[src/rtl/wb_to_ibex_if.sv]
// Bus bundle for the Wishbone-to-Ibex bridge: Wishbone pipelined slave side plus
// the Ibex-style req/gnt/rvalid request side. The slave modport is the bridge's view.
interface wb_to_ibex_if #(
    parameter int AW = 32,
    parameter int DW = 32
);
    // Wishbone side
    logic            wb_cyc_i;
    logic            wb_stb_i;
    logic            wb_we_i;
    logic [AW-1:0]   wb_addr_i;
    logic [DW-1:0]   wb_data_i;
    logic [DW/8-1:0] wb_sel_i;
    logic            wb_stall_o;
    logic            wb_ack_o;
    logic            wb_err_o;
    logic [DW-1:0]   wb_data_o;

    // Ibex-style request side
    logic            req_o;
    logic            gnt_i;
    logic [AW-1:0]   addr_o;
    logic            we_o;
    logic [DW/8-1:0] be_o;
    logic [DW-1:0]   wdata_o;
    logic            rvalid_i;
    logic            err_i;
    logic [DW-1:0]   rdata_i;

    modport slave (
        input  wb_cyc_i, wb_stb_i, wb_we_i, wb_addr_i, wb_data_i, wb_sel_i,
        output wb_stall_o, wb_ack_o, wb_err_o, wb_data_o,
        output req_o, addr_o, we_o, be_o, wdata_o,
        input  gnt_i, rvalid_i, err_i, rdata_i
    );

    modport master (
        output wb_cyc_i, wb_stb_i, wb_we_i, wb_addr_i, wb_data_i, wb_sel_i,
        input  wb_stall_o, wb_ack_o, wb_err_o, wb_data_o,
        input  req_o, addr_o, we_o, be_o, wdata_o,
        output gnt_i, rvalid_i, err_i, rdata_i
    );
endinterface

[src/rtl/wb_to_ibex.sv]
// Wishbone B4 pipelined slave to Ibex-style req/gnt/rvalid bridge with a one-entry
// command register, outstanding-request tracking and draining of abandoned cycles.
module wb_to_ibex #(
    parameter int AW              = 32,
    parameter int DW              = 32,
    parameter int MAX_OUTSTANDING = 4
) (
    input  logic           clk_i,
    input  logic           rst_i,
    wb_to_ibex_if.slave    bus
);
    localparam int BW = DW / 8;
    localparam int CW = $clog2(MAX_OUTSTANDING + 1);
    localparam logic [CW-1:0] MAX_CNT = CW'(MAX_OUTSTANDING);

    typedef enum logic [1:0] {
        IDLE,
        ACTIVE,
        DRAIN
    } state_t;

    state_t          state_reg;
    logic            pend_reg;
    logic [CW-1:0]   cnt_reg;
    logic [AW-1:0]   addr_reg;
    logic            we_reg;
    logic [BW-1:0]   be_reg;
    logic [DW-1:0]   wdata_reg;
    logic            ack_reg;
    logic            err_reg;
    logic [DW-1:0]   rdata_reg;

    logic            drain;
    logic [CW-1:0]   total;
    logic            stall;
    logic            accept;
    logic            grant;
    logic            rsp_fire;
    logic            rsp_fwd;
    logic            pend_next;
    logic [CW-1:0]   cnt_next;
    logic [CW-1:0]   total_next;
    logic [BW-1:0]   be_cmd;

    // Reads always fetch the whole word; writes honour the byte selects.
    generate
        for (genvar gi = 0; gi < BW; gi++) begin : g_be
            assign be_cmd[gi] = bus.wb_sel_i[gi] | ~bus.wb_we_i;
        end
    endgenerate

    assign drain      = (state_reg == DRAIN);
    assign total      = cnt_reg + CW'(pend_reg);
    assign stall      = drain | ~bus.wb_cyc_i | (pend_reg & ~bus.gnt_i) | (total >= MAX_CNT);
    assign accept     = bus.wb_cyc_i & bus.wb_stb_i & ~stall;
    assign grant      = pend_reg & bus.gnt_i;
    // A stray rvalid with nothing granted is dropped rather than corrupting the count.
    assign rsp_fire   = bus.rvalid_i & (cnt_reg != '0);
    assign rsp_fwd    = rsp_fire & ~drain & bus.wb_cyc_i;
    assign pend_next  = accept | (pend_reg & ~grant);
    assign cnt_next   = cnt_reg + CW'(grant) - CW'(rsp_fire);
    assign total_next = cnt_next + CW'(pend_next);

    always_ff @(posedge clk_i) begin
        if (rst_i) begin
            state_reg <= IDLE;
            pend_reg  <= 1'b0;
            cnt_reg   <= '0;
            addr_reg  <= '0;
            we_reg    <= 1'b0;
            be_reg    <= '0;
            wdata_reg <= '0;
            ack_reg   <= 1'b0;
            err_reg   <= 1'b0;
            rdata_reg <= '0;
        end else begin
            pend_reg <= pend_next;
            cnt_reg  <= cnt_next;
            // Only a new accept reloads the command, so it holds steady while ungranted.
            if (accept) begin
                addr_reg  <= bus.wb_addr_i;
                we_reg    <= bus.wb_we_i;
                be_reg    <= be_cmd;
                wdata_reg <= bus.wb_data_i;
            end

            ack_reg <= rsp_fwd & ~bus.err_i;
            err_reg <= rsp_fwd & bus.err_i;
            if (rsp_fwd) begin
                rdata_reg <= bus.rdata_i;
            end

            case (state_reg)
                IDLE: begin
                    if (accept) begin
                        state_reg <= ACTIVE;
                    end
                end
                ACTIVE: begin
                    if (total_next == '0) begin
                        state_reg <= IDLE;
                    end else if (!bus.wb_cyc_i) begin
                        state_reg <= DRAIN;
                    end
                end
                DRAIN: begin
                    if (total_next == '0) begin
                        state_reg <= IDLE;
                    end
                end
                default: state_reg <= IDLE;
            endcase
        end
    end

    assign bus.wb_stall_o = stall;
    assign bus.wb_ack_o   = ack_reg;
    assign bus.wb_err_o   = err_reg;
    assign bus.wb_data_o  = rdata_reg;
    assign bus.req_o      = pend_reg;
    assign bus.addr_o     = addr_reg;
    assign bus.we_o       = we_reg;
    assign bus.be_o       = be_reg;
    assign bus.wdata_o    = wdata_reg;

    // The downstream port must never answer something that was not granted.
    a_rvalid_has_cmd: assert property (@(posedge clk_i) disable iff (rst_i)
        bus.rvalid_i |-> (cnt_reg != '0));

    a_req_stable: assert property (@(posedge clk_i) disable iff (rst_i)
        (pend_reg & ~bus.gnt_i) |=> (pend_reg && $stable(addr_reg) && $stable(we_reg)
                                     && $stable(be_reg) && $stable(wdata_reg)));
endmodule

[src/flat_wrapper.sv]
// flat-port wrapper written by rule: the top's interface ports become plain ports
module wb_to_ibex_flat 
#(
    parameter int AW              = 32,
    parameter int DW              = 32,
    parameter int MAX_OUTSTANDING = 4
)
  (clk_i, rst_i, bus_wb_cyc_i, bus_wb_stb_i, bus_wb_we_i, bus_wb_addr_i, bus_wb_data_i, bus_wb_sel_i, bus_wb_stall_o, bus_wb_ack_o, bus_wb_err_o, bus_wb_data_o, bus_req_o, bus_addr_o, bus_we_o, bus_be_o, bus_wdata_o, bus_gnt_i, bus_rvalid_i, bus_err_i, bus_rdata_i);
  wb_to_ibex_if #(.AW(AW), .DW(DW)) bus_i ();
  input  logic clk_i;
  input  logic rst_i;
  input wire logic [$bits(bus_i.wb_cyc_i)-1:0] bus_wb_cyc_i;
  input wire logic [$bits(bus_i.wb_stb_i)-1:0] bus_wb_stb_i;
  input wire logic [$bits(bus_i.wb_we_i)-1:0] bus_wb_we_i;
  input wire logic [$bits(bus_i.wb_addr_i)-1:0] bus_wb_addr_i;
  input wire logic [$bits(bus_i.wb_data_i)-1:0] bus_wb_data_i;
  input wire logic [$bits(bus_i.wb_sel_i)-1:0] bus_wb_sel_i;
  output wire logic [$bits(bus_i.wb_stall_o)-1:0] bus_wb_stall_o;
  output wire logic [$bits(bus_i.wb_ack_o)-1:0] bus_wb_ack_o;
  output wire logic [$bits(bus_i.wb_err_o)-1:0] bus_wb_err_o;
  output wire logic [$bits(bus_i.wb_data_o)-1:0] bus_wb_data_o;
  output wire logic [$bits(bus_i.req_o)-1:0] bus_req_o;
  output wire logic [$bits(bus_i.addr_o)-1:0] bus_addr_o;
  output wire logic [$bits(bus_i.we_o)-1:0] bus_we_o;
  output wire logic [$bits(bus_i.be_o)-1:0] bus_be_o;
  output wire logic [$bits(bus_i.wdata_o)-1:0] bus_wdata_o;
  input wire logic [$bits(bus_i.gnt_i)-1:0] bus_gnt_i;
  input wire logic [$bits(bus_i.rvalid_i)-1:0] bus_rvalid_i;
  input wire logic [$bits(bus_i.err_i)-1:0] bus_err_i;
  input wire logic [$bits(bus_i.rdata_i)-1:0] bus_rdata_i;
  assign bus_i.wb_cyc_i = bus_wb_cyc_i;
  assign bus_i.wb_stb_i = bus_wb_stb_i;
  assign bus_i.wb_we_i = bus_wb_we_i;
  assign bus_i.wb_addr_i = bus_wb_addr_i;
  assign bus_i.wb_data_i = bus_wb_data_i;
  assign bus_i.wb_sel_i = bus_wb_sel_i;
  assign bus_wb_stall_o = bus_i.wb_stall_o;
  assign bus_wb_ack_o = bus_i.wb_ack_o;
  assign bus_wb_err_o = bus_i.wb_err_o;
  assign bus_wb_data_o = bus_i.wb_data_o;
  assign bus_req_o = bus_i.req_o;
  assign bus_addr_o = bus_i.addr_o;
  assign bus_we_o = bus_i.we_o;
  assign bus_be_o = bus_i.be_o;
  assign bus_wdata_o = bus_i.wdata_o;
  assign bus_i.gnt_i = bus_gnt_i;
  assign bus_i.rvalid_i = bus_rvalid_i;
  assign bus_i.err_i = bus_err_i;
  assign bus_i.rdata_i = bus_rdata_i;
  wb_to_ibex #(.AW(AW), .DW(DW), .MAX_OUTSTANDING(MAX_OUTSTANDING)) u_core (.clk_i(clk_i), .rst_i(rst_i), .bus(bus_i));
endmodule
[config.mk]
export PLATFORM = sky130hd
export DESIGN_NAME = wb_to_ibex_flat
export DESIGN_NICKNAME = d
export VERILOG_FILES = /design/src/rtl/wb_to_ibex_if.sv /design/src/rtl/wb_to_ibex.sv /design/src/flat_wrapper.sv
export SDC_FILE = /design/constraint.sdc
export NUM_CORES = 1
export LEC_CHECK = 0
export ABC_AREA = 1
export CAP_MARGIN = 20
export CELL_PAD_IN_SITES_DETAIL_PLACEMENT = 1
export CELL_PAD_IN_SITES_GLOBAL_PLACEMENT = 2
export CORE_UTILIZATION = 20
export CTS_CLUSTER_DIAMETER = 120
export DETAILED_ROUTE_END_ITERATION = 7
export MAX_ROUTING_LAYER = met4
export PLACE_DENSITY_LB_ADDON = 0.1
export RECOVER_POWER = 25
export SLEW_MARGIN = 10
export SYNTH_ARGS = -nofsm -noshare
export SYNTH_HDL_FRONTEND = slang
export SYNTH_SLANG_ARGS = --single-unit
[constraint.sdc]
create_clock -name clk_i -period 2.7 [get_ports clk_i]
set_input_delay 0.405 -clock clk_i [delete_from_list [all_inputs] [get_ports clk_i]]
set_output_delay 0.405 -clock clk_i [all_outputs]
set_load 0.05 [all_outputs]
## Yosys cells after proc, flatten, opt, wreduce, memory -nomap -nowiden

Cells that the tools add are included.

| storage, ports and cells | value |
|---|---|
| register bits | 109 |
| input bits | 108 |
| output and inout bits | 105 |
| logic and storage cells | 54 |

| operators by class | value |
|---|---|
| add/subtract/negate cells | 4 |
| order comparisons | 1 |
| eq/ne operators | 5 |
| multiplexer cells | 5 |
| bitwise gates (word level) | 25 |
| reductions and logical operators | 4 |

Operator list:

| kind | count |
|---|---|
| $and 1x1->1 | 10 |
| $add 3x1->3 | 3 |
| $mux 2 | 4 |
| $or 1x1->1 | 8 |
| $not 1->1 | 7 |
| $pmux 2 s3 | 1 |
| $ge 3x3->1 const B | 1 |
| $logic_not 3->1 | 1 |
| $ne 3x2->1 const B | 1 |
| $reduce_and 3->1 | 1 |
| $reduce_bool 3->1 | 1 |
| $sub 3x1->3 | 1 |
| $eq 2x1->1 const B | 1 |
| $eq 2x2->1 const B | 1 |
| $logic_not 2->1 | 1 |
| $ne 2x1->1 const B | 1 |
| $ne 2x2->1 const B | 1 |

## Logic depth before layout (Yosys ltp)

Gate-level depths: netlist of the first run.

| logic depth | value |
|---|---|
| depth after elaboration | 11 |
| gate-level depth with buffers | 17 |
| mapped depth without buffers | 16 |

## Worst setup path before layout of the first run

No wires, ideal clock.

| path | value |
|---|---|
| path type | register to register |
| start | register u_core.cnt_reg[0] |
| end | register u_core.state_reg[1] |
| library setup time | 0.116 ns |
| arrival time | 2.269 ns |
| data required time | 2.584 ns |
| path slack | 0.315 ns |
| stages on the path, launching flop included | 14 |
| buffers on the path | 0 |
| period minus slack after synthesis | 2.385 ns |
| cell sequence | dfxtp_1 -> o31ai_1 -> inv_1 -> ha_1 -> inv_1 -> ha_1 -> fa_1 -> ha_1 -> nor2_1 -> nand3_1 -> nand2_1 -> nand3_1 -> nand2_1 -> a21oi_1 |

| between the ends | value |
|---|---|
| elaborated cells between the ends (all ways) | 18 |
| those cells by class | add/sub: 4; order compare: 1; eq/ne: 3; mux: 2; bitwise: 5; reduce/logical: 3 |

RTL lines:

| what | line | text |
|---|---|---|
| start: declaration | wb_to_ibex.sv:24 | `logic [CW-1:0] cnt_reg;` |
| start signal: assignment | wb_to_ibex.sv:78 | `cnt_reg <= cnt_next;` |
| branches (longest 2 deep; another with $add 3x1->3) | -- |  |
| $sub 3x1->3 (*) | wb_to_ibex.sv:61 | `assign cnt_next = cnt_reg + CW'(grant) - CW'(rsp_fire);` |
| net u_core.cnt_next[1] | wb_to_ibex.sv:41 | `logic [CW-1:0] cnt_next;` |
| $add 3x1->3 (*) | wb_to_ibex.sv:62 | `assign total_next = cnt_next + CW'(pend_next);` |
| $logic_not 3->1 (*) | wb_to_ibex.sv:100, wb_to_ibex.sv:107 |  |
| $ne 3x2->1 (no line), or another cell as far along | -- |  |
| $reduce_and 3->1 (no line) / $pmux 2 s3 (equally long branches) | -- |  |
| end signal: assignment | wb_to_ibex.sv:101 | `state_reg <= IDLE;` |
| end signal: assignment | wb_to_ibex.sv:103 | `state_reg <= DRAIN;` |
| end signal: assignment | wb_to_ibex.sv:108 | `state_reg <= IDLE;` |
| end: declaration | wb_to_ibex.sv:22 | `state_t state_reg;` |

Mark *: on every way through the listed nets, which the timed path passes.
A chain may end at the register's enable or synchronous reset.

## Worst setup path in the final report of the first run

| path | value |
|---|---|
| start | register u_core.cnt_reg[1] |
| end | register u_core.state_reg[1] |

The elaborated chain is that of the path after synthesis.

==> impl_metrics.env, run 1 <==
export IMPL_status="finished, final reports clean"
export IMPL_pwr_share_comb_pct=43.9
export IMPL_firstDrtPassIters=4
export IMPL_clkLatencyLatePin_ns=0.35
export IMPL_num_nets_final=827
export IMPL_worst_pin_slew_ns=0.577
export IMPL_grt_pass1_vias=4199
export IMPL_first_iter_violations=131
export IMPL_setup_viol=0
export IMPL_required_ns=2.94
export IMPL_numCtsBuffers=9
export IMPL_vias=4014
export IMPL_cpMostUsedCell="ha_1"
export IMPL_n_antenna_cell=0
export IMPL_numClockSinks=109
export IMPL_dp_hpwl_mm=10.5
export IMPL_path_max_fanout=3
export IMPL_htree_levels=3
export IMPL_coreArea_sq_um=19500
export IMPL_gr_total_overflow=0
export IMPL_hold_class="flip-flop to flip-flop"
export IMPL_synth_xor_area_share_pct=0
export IMPL_pwr_share_seq_pct=33.9
export IMPL_use_met1_pct=17.6
export IMPL_max_freq_ghz=0.392
export IMPL_hold_viol_final=0
export IMPL_power_density_nw_per_um2=921
export IMPL_crit_cells=13
export IMPL_fp_row_count=51
export IMPL_port_buffers=212
export IMPL_maxCapViolations=0
export IMPL_regToRegSetupSlack_ns=0.15
export IMPL_yosys_area_share_simple_pct=23.5
export IMPL_skew_ns=0.00666
export IMPL_area_delta_synth_final_pct=69.3
export IMPL_yosysSeqAreaShare_pct=55.0
export IMPL_vdd_drop_max_mv=0.313
export IMPL_arrival_ns=2.79
export IMPL_die_x_um=143
export IMPL_synth_top_family_by_area="simple AND/OR/NAND/NOR gates"
export IMPL_cts_tree="yes"
export IMPL_synth_mux_area_share_pct=0
export IMPL_endpoint_kind="flip-flop"
export IMPL_grt_max_degree=47
export IMPL_drv_slew=0
export IMPL_rr_startpoint="u_core.cnt_reg[1]"
export IMPL_globalRouteMet3Util_pct=5.70
export IMPL_cp_top_family="adder cells"
export IMPL_cp_num_buf_inv=2
export IMPL_synth_area_per_cell_sq_um=7.78
export IMPL_r2r_end="u_core.state_reg[1]"
export IMPL_leakagePower_nw=2.55
export IMPL_cp_startpoint="u_core.cnt_reg[1]"
export IMPL_path_clk_slew_ns=0.07
export IMPL_wire_per_inst_um=14.6
export IMPL_path_cells="o31ai_4 > inv_2 > ha_1 > inv_1 > ha_2 > fa_1 > ha_1 > nor2_2 > nand3_2 > nand2_2 > nand3_1 > nand2_1 > a21oi_1"
export IMPL_grt_pass1_wl_mm=22.5
export IMPL_whs_ns=0.467
export IMPL_start_util_pct=20.4
export IMPL_finalCritPeriodShare_pct=94.4
export IMPL_setup_ws_ns=0.152
export IMPL_total_power_mw=6.19
export IMPL_die_area_sq_um=20400
export IMPL_synth_compound_area_share_pct=13.4
export IMPL_critPathKind="flip-flop to flip-flop"
export IMPL_grt_busiest_layer="met2"
export IMPL_synth_fa_ha_area_share_pct=1.77
export IMPL_start_kind="flip-flop"
export IMPL_cts_root_buf="clkbuf_16"
export IMPL_max_stage_delay_ns=0.49
export IMPL_ys_warnings_count=0
export IMPL_pre_cts_ws_ns=-0.222
export IMPL_antenna_found_initial=0
export IMPL_syn_nets=623
export IMPL_drive_gt1_share_pct=6.40
export IMPL_crit_path_end="u_core.state_reg[1]"
export IMPL_syn_area_sq_um=3970
export IMPL_drc=0
export IMPL_reg2reg_depth=13
export IMPL_p_sw_share_pct=41.9
export IMPL_slew_headroom_pct=61.4
export IMPL_cts_buffer_depth=2
export IMPL_p_clk_share_pct=22.2
export IMPL_synth_cell_types=24
export IMPL_drt_wl_total_mm=14.4
export IMPL_ys_ff_latch=109
export IMPL_finalCriticalPeriod_ns=2.55
export IMPL_cp_slowest_cell="fa_1"
export IMPL_ant_nets=0
export IMPL_grt_util_all_layers_pct=14.9
export IMPL_synthCells=510
export IMPL_final_cell_mix="212 x clkdlybuf4s50_1, 206 x nor2_1, 107 x dfxtp_1, 80 x o21ai_0, 20 x o21ai_1"
export IMPL_setup_tns_ns=0
export IMPL_vias_per_cell=4.08
export IMPL_io_pins=213
export IMPL_place_congestion=0.689
export IMPL_internal_power_mw=3.60
export IMPL_use_met2_pct=22.9
export IMPL_fillers=2280
export IMPL_fp_dieH_um=143
export IMPL_mostFrequentLayoutCell="clkdlybuf4s50_1"
export IMPL_p_sw_mw=2.59
==> repair_timing <==
| item | CTS | global route |
|---|---|---|
| hold buffers | 0 | 0 |
| setup endpoints to repair | 0 | 2 |
| hold endpoints to repair | 0 | 0 |
| resized for setup | 0 | 12 |
| buffers inserted | 0 | 1 |
==> per-layer routing <==
metal | wire length (um) | vias up
met3 | 1310 | 13
met2 | 6250 | 136
li1 | - | 2028
met4 | 252 | 0
met1 | 6550 | 1837
met5 | 0 | -
==> area by class of cell <==
type                            instances  area [sq um]  area share, %
Clock inverter                          7          73.8           1.10
Clock buffer                            9           225           3.35
Tap cell                              265           332           4.93
Inverter                               19          73.8           1.10
Multi-Input combinational cell        350          1570           23.4
Timing Repair Buffer                  225          2260           33.6
Sequential cell                       109          2190           32.5
==> worst min-delay path by stage <==
| stage | cells past startpoint | end | startpoint | slack [ns] |
|---|---|---|---|---|
| 2_1_floorplan | 2 | u_core.state_reg[1] | u_core.state_reg[1] | 0.47 |
| 3_3_place_gp | 2 | u_core.bus.we_o | u_core.bus.we_o | 0.46 |
| 3_5_place_dp | 2 | u_core.bus.we_o | u_core.bus.we_o | 0.46 |
| 4_1_cts | 2 | u_core.bus.we_o | u_core.bus.we_o | 0.47 |
| 5_1_grt | 2 | u_core.bus.we_o | u_core.bus.we_o | 0.48 |
| 6_report | 2 | u_core.bus.we_o | u_core.bus.we_o | 0.47 |
==> tightest hold or removal path: cells and delay by family (launching register included) <==
family          cells  cell delay, ns
flops               1            0.31
simple gates        1            0.06
compound gates      1            0.05
==> synth_stat cells, drive strengths merged <==
master  instances  share of area [%]
clkbuf         17                1.6
buf            15                2.8
o21ai         100                 13
ha              4                1.3
fa              1               0.50
nand4           1               0.16
dfxtp         109                 55
nor3            1               0.13
nor2          208                 20
nand2          20                2.1
inv            19                1.9
a21oi           5               0.63
o31ai           1               0.19
nand3           9                1.3
==> per-stage QoR <==
step / instances / instance area, sq um / util [%]
3_5_place_dp: 967 / 6370 / 32.8
6_report: 984 / 6720 / 34.5
5_1_grt: 984 / 6720 / 34.5
2_1_floorplan: 510 / 3970 / -
4_1_cts: 983 / 6670 / 34.3
3_3_place_gp: 967 / 6370 / 32.8
==> cell families after synthesis <==
logic type	Yosys count
buffers and inverters	51
and+or+nand+nor	239
adders and majority gates	5
DFF	109
AOI/OAI and AO/OA	106
==> power by group through the flow <==
stage / registers [mW] / logic (mW) / clock network, mW
2_1_floorplan: 3.15 / 0.695 / 0
3_3_place_gp: 2.12 / 2.67 / 0
3_5_place_dp: 2.13 / 2.70 / 0
4_1_cts: 2.10 / 2.71 / 1.44
5_1_grt: 2.14 / 2.93 / 1.50
6_report: 2.10 / 2.72 / 1.37
(Power assumes the default switching activity.)
==> run 2, diff against run 1 <==
- CAP_MARGIN: 20 -> unset
==> results of run 2 <==
The final DEF is identical to that of run 1; final timing and power are the same.
